[config.mk]
export PLATFORM = sky130hd
export DESIGN_NAME = testpulse_gen_flat
export DESIGN_NICKNAME = d
export VERILOG_FILES = /design/src/rtl/testpulse_gen_if.sv /design/src/rtl/testpulse_gen.sv /design/src/flat_wrapper.sv
export SDC_FILE = /design/constraint.sdc
export NUM_CORES = 1
export LEC_CHECK = 0
export ABC_AREA = 0
export CAP_MARGIN = 20
export CORE_UTILIZATION = 50
export DETAILED_ROUTE_END_ITERATION = 8
export HOLD_SLACK_MARGIN = 0.06
export PLACE_DENSITY = 0.75
export RECOVER_POWER = 50
export SYNTH_ARGS = -nofsm -noshare
export SYNTH_HDL_FRONTEND = slang
export SYNTH_SLANG_ARGS = --single-unit
[constraint.sdc]
create_clock -name wb_clk -period 5 [get_ports wb_clk]
set_input_delay 1.25 -clock wb_clk [delete_from_list [all_inputs] [get_ports wb_clk]]
set_output_delay 1.25 -clock wb_clk [all_outputs]
set_load 0.005 [all_outputs]
[src/rtl/testpulse_gen_if.sv]
// Control/status bundle between the front-end CSR block and the test-pulse generator.
// The CSR side owns the control word; the generator owns the status word and the pulse line.
interface testpulse_gen_if;
   logic [31:0] ctrl;
   logic [31:0] status;
   logic        pulse;

   modport master (output ctrl, input status, input pulse);
   modport slave  (input ctrl, output status, output pulse);
endinterface

[src/rtl/testpulse_gen.sv]
// Programmable test-pulse generator: bursts or continuous trains of W-cycle pulses
// spaced max(P, W+1) cycles apart, with a wrapping pulse counter reported in the status word.
module testpulse_gen #(
   parameter int CNT_W = 24
) (
   input  logic           wb_clk,
   input  logic           wb_rst,
   testpulse_gen_if.slave bus,
   output logic [1:0]     dbg_state
);

   // ctrl is a quasi-static register (no valid/ready): enable and clear are levels
   // sampled every cycle, all other fields are captured only at launch.
   typedef enum logic [1:0] {
      S_IDLE = 2'd0,
      S_HIGH = 2'd1,
      S_LOW  = 2'd2,
      S_DONE = 2'd3
   } state_e;

   state_e           state;
   logic [3:0]       w_m1;
   logic [15:0]      pe_m1;
   logic [7:0]       n_q;
   logic [7:0]       rem;
   logic [15:0]      el;
   logic [CNT_W-1:0] cnt;
   logic             pulse;
   logic             busy;
   logic             done;

   logic             en;
   logic             clr;
   logic [15:0]      p_m1_in;
   logic [15:0]      w_in;
   logic [15:0]      pe_m1_in;
   logic             period_end;
   logic             burst_over;
   logic             start;
   logic [23:0]      cnt24;
   logic             unused_bits;

   assign en          = bus.ctrl[0];
   assign clr         = bus.ctrl[2];
   assign unused_bits = ^{bus.ctrl[3], bus.ctrl[1]};

   // Pe-1 = max(P-1, W) guarantees at least one low cycle after every pulse.
   assign p_m1_in  = bus.ctrl[23:8];
   assign w_in     = {12'd0, bus.ctrl[7:4]} + 16'd1;
   assign pe_m1_in = (p_m1_in >= w_in) ? p_m1_in : w_in;

   assign period_end = (el == pe_m1);
   assign burst_over = (n_q != 8'd0) && (rem == 8'd0);

   assign start = ((state == S_IDLE) && en) ||
                  ((state == S_LOW) && en && period_end && !burst_over);

   always_ff @(posedge wb_clk) begin
      if (wb_rst) begin
         state <= S_IDLE;
         w_m1  <= '0;
         pe_m1 <= '0;
         n_q   <= '0;
         rem   <= '0;
         el    <= '0;
         pulse <= 1'b0;
         busy  <= 1'b0;
         done  <= 1'b0;
      end else begin
         case (state)
            S_IDLE: begin
               if (en) begin
                  w_m1  <= bus.ctrl[7:4];
                  pe_m1 <= pe_m1_in;
                  n_q   <= bus.ctrl[31:24];
                  rem   <= bus.ctrl[31:24] - 8'd1;
                  el    <= '0;
                  pulse <= 1'b1;
                  busy  <= 1'b1;
                  state <= S_HIGH;
               end
            end

            S_HIGH: begin
               el <= el + 16'd1;
               // A pulse always runs its full width; enable is only looked at as it ends.
               if (el == {12'd0, w_m1}) begin
                  pulse <= 1'b0;
                  if (en) begin
                     state <= S_LOW;
                  end else begin
                     busy  <= 1'b0;
                     state <= S_IDLE;
                  end
               end
            end

            S_LOW: begin
               if (!en) begin
                  busy  <= 1'b0;
                  state <= S_IDLE;
               end else if (period_end) begin
                  if (burst_over) begin
                     busy  <= 1'b0;
                     done  <= 1'b1;
                     state <= S_DONE;
                  end else begin
                     el    <= '0;
                     rem   <= rem - 8'd1;
                     pulse <= 1'b1;
                     state <= S_HIGH;
                  end
               end else begin
                  el <= el + 16'd1;
               end
            end

            S_DONE: begin
               if (!en) begin
                  done  <= 1'b0;
                  state <= S_IDLE;
               end
            end

            default: begin
               pulse <= 1'b0;
               busy  <= 1'b0;
               done  <= 1'b0;
               state <= S_IDLE;
            end
         endcase
      end
   end

   // Clear is a level and beats a pulse start in the same cycle.
   always_ff @(posedge wb_clk) begin
      if (wb_rst) begin
         cnt <= '0;
      end else if (clr) begin
         cnt <= '0;
      end else if (start) begin
         cnt <= cnt + 1'b1;
      end
   end

   generate
      if (CNT_W >= 24) begin : g_cnt_trunc
         assign cnt24 = cnt[23:0];
      end else begin : g_cnt_ext
         assign cnt24 = {{(24 - CNT_W){1'b0}}, cnt};
      end
   endgenerate

   assign bus.status = {cnt24, 6'd0, done, busy};
   assign bus.pulse  = pulse;
   assign dbg_state  = state;

endmodule
[src/flat_wrapper.sv]
// flat-port wrapper written by rule: the top's interface ports become plain ports
module testpulse_gen_flat 
#(
   parameter int CNT_W = 24
)
  (wb_clk, wb_rst, dbg_state, bus_ctrl, bus_status, bus_pulse);
  testpulse_gen_if bus_i ();
  input  logic wb_clk;
  input  logic wb_rst;
  output logic [1:0] dbg_state;
  input wire logic [$bits(bus_i.ctrl)-1:0] bus_ctrl;
  output wire logic [$bits(bus_i.status)-1:0] bus_status;
  output wire logic [$bits(bus_i.pulse)-1:0] bus_pulse;
  assign bus_i.ctrl = bus_ctrl;
  assign bus_status = bus_i.status;
  assign bus_pulse = bus_i.pulse;
  testpulse_gen #(.CNT_W(CNT_W)) u_core (.wb_clk(wb_clk), .wb_rst(wb_rst), .bus(bus_i), .dbg_state(dbg_state));
endmodule
==> impl_results.html <==
<table>
<tr><th>Metric</th><th>Value</th></tr>
<tr><th colspan="2">Cells and area</th></tr>
<tr><td>Fin util</td><td>0.605</td></tr>
<tr><td>Number of nets in the layout</td><td>between 600 and 700</td></tr>
<tr><td>Most frequent standard cell in the layout excluding fill and tap cells</td><td>sky130_fd_sc_hd__dfxtp_1</td></tr>
<tr><td>Growth of design area from synthesis to finish</td><td>15.6%</td></tr>
<tr><td>Most frequent cells in the layout</td><td>81 x sky130_fd_sc_hd__dfxtp_1, 76 x sky130_fd_sc_hd__nand2_1, 58 x sky130_fd_sc_hd__a21oi_1</td></tr>
<tr><td>Layout cell share with drive strength beyond 1</td><td>0.0519</td></tr>
<tr><td>Antenna diodes</td><td>0</td></tr>
<tr><th colspan="2">Power and ir drop</th></tr>
<tr><td>Leak pwr</td><td>1.91 nW</td></tr>
<tr><td>Max rail drop VDD</td><td>0.193 mV</td></tr>
<tr><td>Total Power</td><td>1.49 mW</td></tr>
<tr><td>Power Dens Cells</td><td>~280 nW/um^2</td></tr>
<tr><th colspan="2">Status</th></tr>
<tr><td>Violated checks</td><td>DRC, capacitance limit, slew limit</td></tr>
<tr><td>Outcome</td><td>finished with violations</td></tr>
<tr><th colspan="2">Critical path</th></tr>
<tr><td>Ordered list of cells on the worst path</td><td>xnor2_1, nand4_1, nor4_1, a31oi_4, or4_1, a21oi_1</td></tr>
<tr><td>Endpoint type of the worst setup path</td><td>flop</td></tr>
<tr><td>Data arrival time of the critical path</td><td>4140 ps</td></tr>
<tr><td>Kind of critical path</td><td>flop to flop</td></tr>
<tr><td>Setup slack of the worst register-to-register path</td><td>1130 ps</td></tr>
<tr><td>Critical path launch point type</td><td>flop</td></tr>
<tr><td>Crit path largest cell delay</td><td>1480 ps</td></tr>
<tr><td>Highest net fanout along the worst path</td><td>47</td></tr>
<tr><td>Critical-path top delay cell</td><td>sky130_fd_sc_hd__nor4_1</td></tr>
<tr><td>Worst endpoint required time</td><td>5280 ps</td></tr>
<tr><th colspan="2">STA</th></tr>
<tr><td>Slew headroom</td><td>-0.232</td></tr>
<tr><td>Unrepaired setup endpoints after global routing</td><td>false</td></tr>
<tr><td>Hold Slack</td><td>455 ps</td></tr>
<tr><td>Fmax</td><td>259 MHz</td></tr>
<tr><td>Fraction of the cycle the final worst path needs</td><td>0.773</td></tr>
<tr><td>Min Tclk post-route</td><td>3870 ps</td></tr>
<tr><td>Setup TNS after final layout</td><td>0 ps</td></tr>
<tr><td>Setup clock skew after layout</td><td>12.6 ps</td></tr>
<tr><td>Hold Vio Cnt, Final</td><td>0</td></tr>
<tr><td>Worst setup slack after layout</td><td>1130 ps</td></tr>
<tr><td>Slew at the pin with the worst max-slew slack</td><td>around 1800 ps</td></tr>
<tr><td>Setup violators final</td><td>0</td></tr>
<tr><td>Fin. max-slew vios</td><td>11</td></tr>
<tr><th colspan="2">Routing</th></tr>
<tr><td>Ratio of routed vias to standard cells</td><td>approximately 6</td></tr>
<tr><td>Initial drt markers</td><td>roughly 280</td></tr>
<tr><td>DRT Wirelength</td><td>between 10 and 15 mm</td></tr>
<tr><td>Vias</td><td>approximately 4400</td></tr>
<tr><td>Detail-routed net length per standard cell</td><td>14.9 um</td></tr>
<tr><td>Antenna viol nets, final</td><td>0</td></tr>
<tr><td>Drt pass-1 iters</td><td>7</td></tr>
<tr><td>Residual DRC count</td><td>8</td></tr>
<tr><th colspan="2">CTS</th></tr>
<tr><td>Clock sink count</td><td>81</td></tr>
<tr><td>Number of buffers on the longest clock path</td><td>2</td></tr>
<tr><td>TritonCTS buffer count</td><td>9</td></tr>
<tr><td>Number of buffers inserted by post-CTS setup repair</td><td>0</td></tr>
<tr><td>Number of buffers inserted for hold repair after clock tree synthesis</td><td>0</td></tr>
<tr><td>Worst skew pair latency</td><td>350 ps</td></tr>
<tr><td>Count of cells resized by post-cts repair</td><td>0</td></tr>
<tr><td>Clock H-tree levels</td><td>3</td></tr>
<tr><td>CTS clk-pin slew, worst paths</td><td>90 ps</td></tr>
<tr><td>Root cell of the clock tree</td><td>sky130_fd_sc_hd__clkbuf_8</td></tr>
<tr><td>CTS tree</td><td>built</td></tr>
<tr><th colspan="2">Placed design</th></tr>
<tr><td>Final Wtd Congestion</td><td>between 0.8 and 0.9</td></tr>
<tr><td>Dpl ws</td><td>1190 ps</td></tr>
<tr><td>Placed wire-length estimate</td><td>about 7.6 mm</td></tr>
<tr><td>Number of input and output port buffers inserted</td><td>60</td></tr>
<tr><th colspan="2">Die</th></tr>
<tr><td>Ports placed on the boundary</td><td>69</td></tr>
<tr><td>Starting utilization of the core area</td><td>0.523</td></tr>
<tr><td>Floorplan Core Area</td><td>8810 um^2</td></tr>
<tr><td>Placement Rows</td><td>34</td></tr>
<tr><td>Chip Width</td><td>98.0 um</td></tr>
<tr><td>Die area</td><td>roughly 9600 um^2</td></tr>
<tr><td>Die Height</td><td>roughly 98 um</td></tr>
<tr><th colspan="2">Synth</th></tr>
<tr><td>Average footprint of a synthesized cell</td><td>8.03 um^2</td></tr>
<tr><td>Flip-flop cell with the highest count after synthesis</td><td>sky130_fd_sc_hd__dfxtp_1</td></tr>
<tr><td>Post-Synthesis Cells</td><td>about 570</td></tr>
<tr><td>Number of flip-flops and latches in the synthesized netlist</td><td>81</td></tr>
<tr><td>Cell variety after synth</td><td>60</td></tr>
<tr><td>Share of the yosys chip area belonging to registers</td><td>0.352</td></tr>
<tr><td>Ys async rst share</td><td>0</td></tr>
<tr><td>Number of synthesis warnings</td><td>0</td></tr>
<tr><td>Area of the mapped netlist</td><td>4610 um^2</td></tr>
<tr><td>EDFF count, synth</td><td>0</td></tr>
<tr><th colspan="2">GRT</th></tr>
<tr><td>Vias in the first global route</td><td>a little over 4000</td></tr>
<tr><td>Pin count of the biggest net entering global routing</td><td>48</td></tr>
<tr><td>GR Overflow Total</td><td>0</td></tr>
<tr><td>Number of antenna violations at the first check in global routing</td><td>0</td></tr>
<tr><td>Gr usage total</td><td>0.234</td></tr>
<tr><td>First-pass GRT wire length</td><td>18.6 mm</td></tr>
<tr><th colspan="2">Worst hold path</th></tr>
<tr><td>Type of the most critical hold path</td><td>flop to flop</td></tr>
<tr><th colspan="2">Run</th></tr>
<tr><td>Number of violations of the max-capacitance limit</td><td>1</td></tr>
</table>
## critical path: cells and delay by family (launching register included)
family	cells	cell delay, ps
AND/OR/NAND/NOR	3	2290
XOR/XNOR	1	170
flip-flops	1	510
AO/OA/AOI/OAI	2	810
## cell families after synthesis
group / synth area share
compound gates: 0.215
fa+ha+maj: 0.0353
flops: 0.352
other cells: 0.000814
xor+xnor: 0.0494
mux: 0.0285
simple gates: 0.247
buf+inv: 0.0720
## report_power, final
| part | internal, mW | switching (mW) | total [mW] |
|---|---|---|---|
| sequential | 0.684 | 0.0358 | 0.720 |
| combinational | 0.141 | 0.190 | 0.331 |
| clock | 0.207 | 0.235 | 0.442 |
| total | 1.03 | 0.461 | 1.49 |
## state kept, by name, indices dropped and copies added (netlist names)
signal,cells
u_core.n_q,8
u_core.done,1
u_core.bus.pulse,1
u_core.w_m1,4
u_core.dbg_state,2
u_core.pe_m1,16
u_core.rem,8
u_core.busy,1
u_core.el,16
u_core.cnt,24
## per-stage QoR
stage	std cells	cell area, um^2
6_report	725	5330
5_1_grt	725	5330
4_1_cts	725	5340
3_5_place_dp	709	5160
3_3_place_gp	709	5160
2_1_floorplan	579	4630
## routing by layer
layer	routed length (um)	vias up	global-route usage
met5	0	-	0
met3	527	12	0.0308
met1	5170	2060	0.311
met2	4970	124	0.381
li1	-	2162	-
met4	119	0	0.0967
## cell usage after synthesis (3+ instances only)
| cell type | n | area (um^2) |
|---|---|---|
| sky130_fd_sc_hd__buf_1 | 6 | 22.5 |
| sky130_fd_sc_hd__clkbuf_1 | 20 | 75.1 |
| sky130_fd_sc_hd__mux2i_1 | 12 | 120 |
| sky130_fd_sc_hd__buf_6 | 5 | 56.3 |
| sky130_fd_sc_hd__a21oi_1 | 58 | 290 |
| sky130_fd_sc_hd__xnor2_1 | 20 | 175 |
| sky130_fd_sc_hd__buf_4 | 8 | 60.1 |
| sky130_fd_sc_hd__and3_1 | 9 | 56.3 |
| sky130_fd_sc_hd__xor2_1 | 6 | 52.6 |
| sky130_fd_sc_hd__inv_1 | 26 | 97.6 |
| sky130_fd_sc_hd__o22ai_1 | 4 | 25.0 |
| sky130_fd_sc_hd__nand3_1 | 24 | 120 |
| sky130_fd_sc_hd__a31oi_1 | 4 | 25.0 |
| sky130_fd_sc_hd__nor4_1 | 9 | 56.3 |
| sky130_fd_sc_hd__or4_1 | 19 | 143 |
| sky130_fd_sc_hd__ha_1 | 13 | 163 |
| sky130_fd_sc_hd__nand4_1 | 13 | 81.3 |
| sky130_fd_sc_hd__buf_2 | 4 | 20.0 |
| sky130_fd_sc_hd__nand2b_1 | 3 | 18.8 |
| sky130_fd_sc_hd__or2_2 | 4 | 25.0 |
| sky130_fd_sc_hd__or3_1 | 6 | 37.5 |
| sky130_fd_sc_hd__o311a_1 | 4 | 40.0 |
| sky130_fd_sc_hd__a211oi_1 | 7 | 52.6 |
| sky130_fd_sc_hd__o21ai_0 | 21 | 105 |
| sky130_fd_sc_hd__dfxtp_1 | 81 | 1620 |
| sky130_fd_sc_hd__nor2_1 | 29 | 109 |
| sky130_fd_sc_hd__a21o_1 | 3 | 22.5 |
| sky130_fd_sc_hd__o22a_1 | 11 | 96.3 |
| sky130_fd_sc_hd__nor2b_1 | 3 | 18.8 |
| sky130_fd_sc_hd__nand2_1 | 76 | 285 |
| sky130_fd_sc_hd__o31ai_1 | 19 | 143 |
| sky130_fd_sc_hd__nor3_1 | 9 | 45.0 |
| sky130_fd_sc_hd__nor3b_1 | 5 | 37.5 |
## cell type report
class                           instances  area (um^2)
Clock buffer                           12          155
Timing Repair Buffer                   65          633
Fill cell                             791         3480
Multi-Input combinational cell        429         2660
Sequential cell                        81         1620
Tap cell                              108          135
Clock inverter                          4         27.5
Inverter                               26         97.6
## final timing paths
check / from / to / cells after the start
max: u_core.el[2] / u_core.cnt[16] / 6
min: u_core.n_q[6] / u_core.n_q[6] / 2
max reg2reg: u_core.el[2] / u_core.cnt[16] / 6
min reg2reg: u_core.n_q[6] / u_core.n_q[6] / 2
Power figures use the tool's default switching activity.
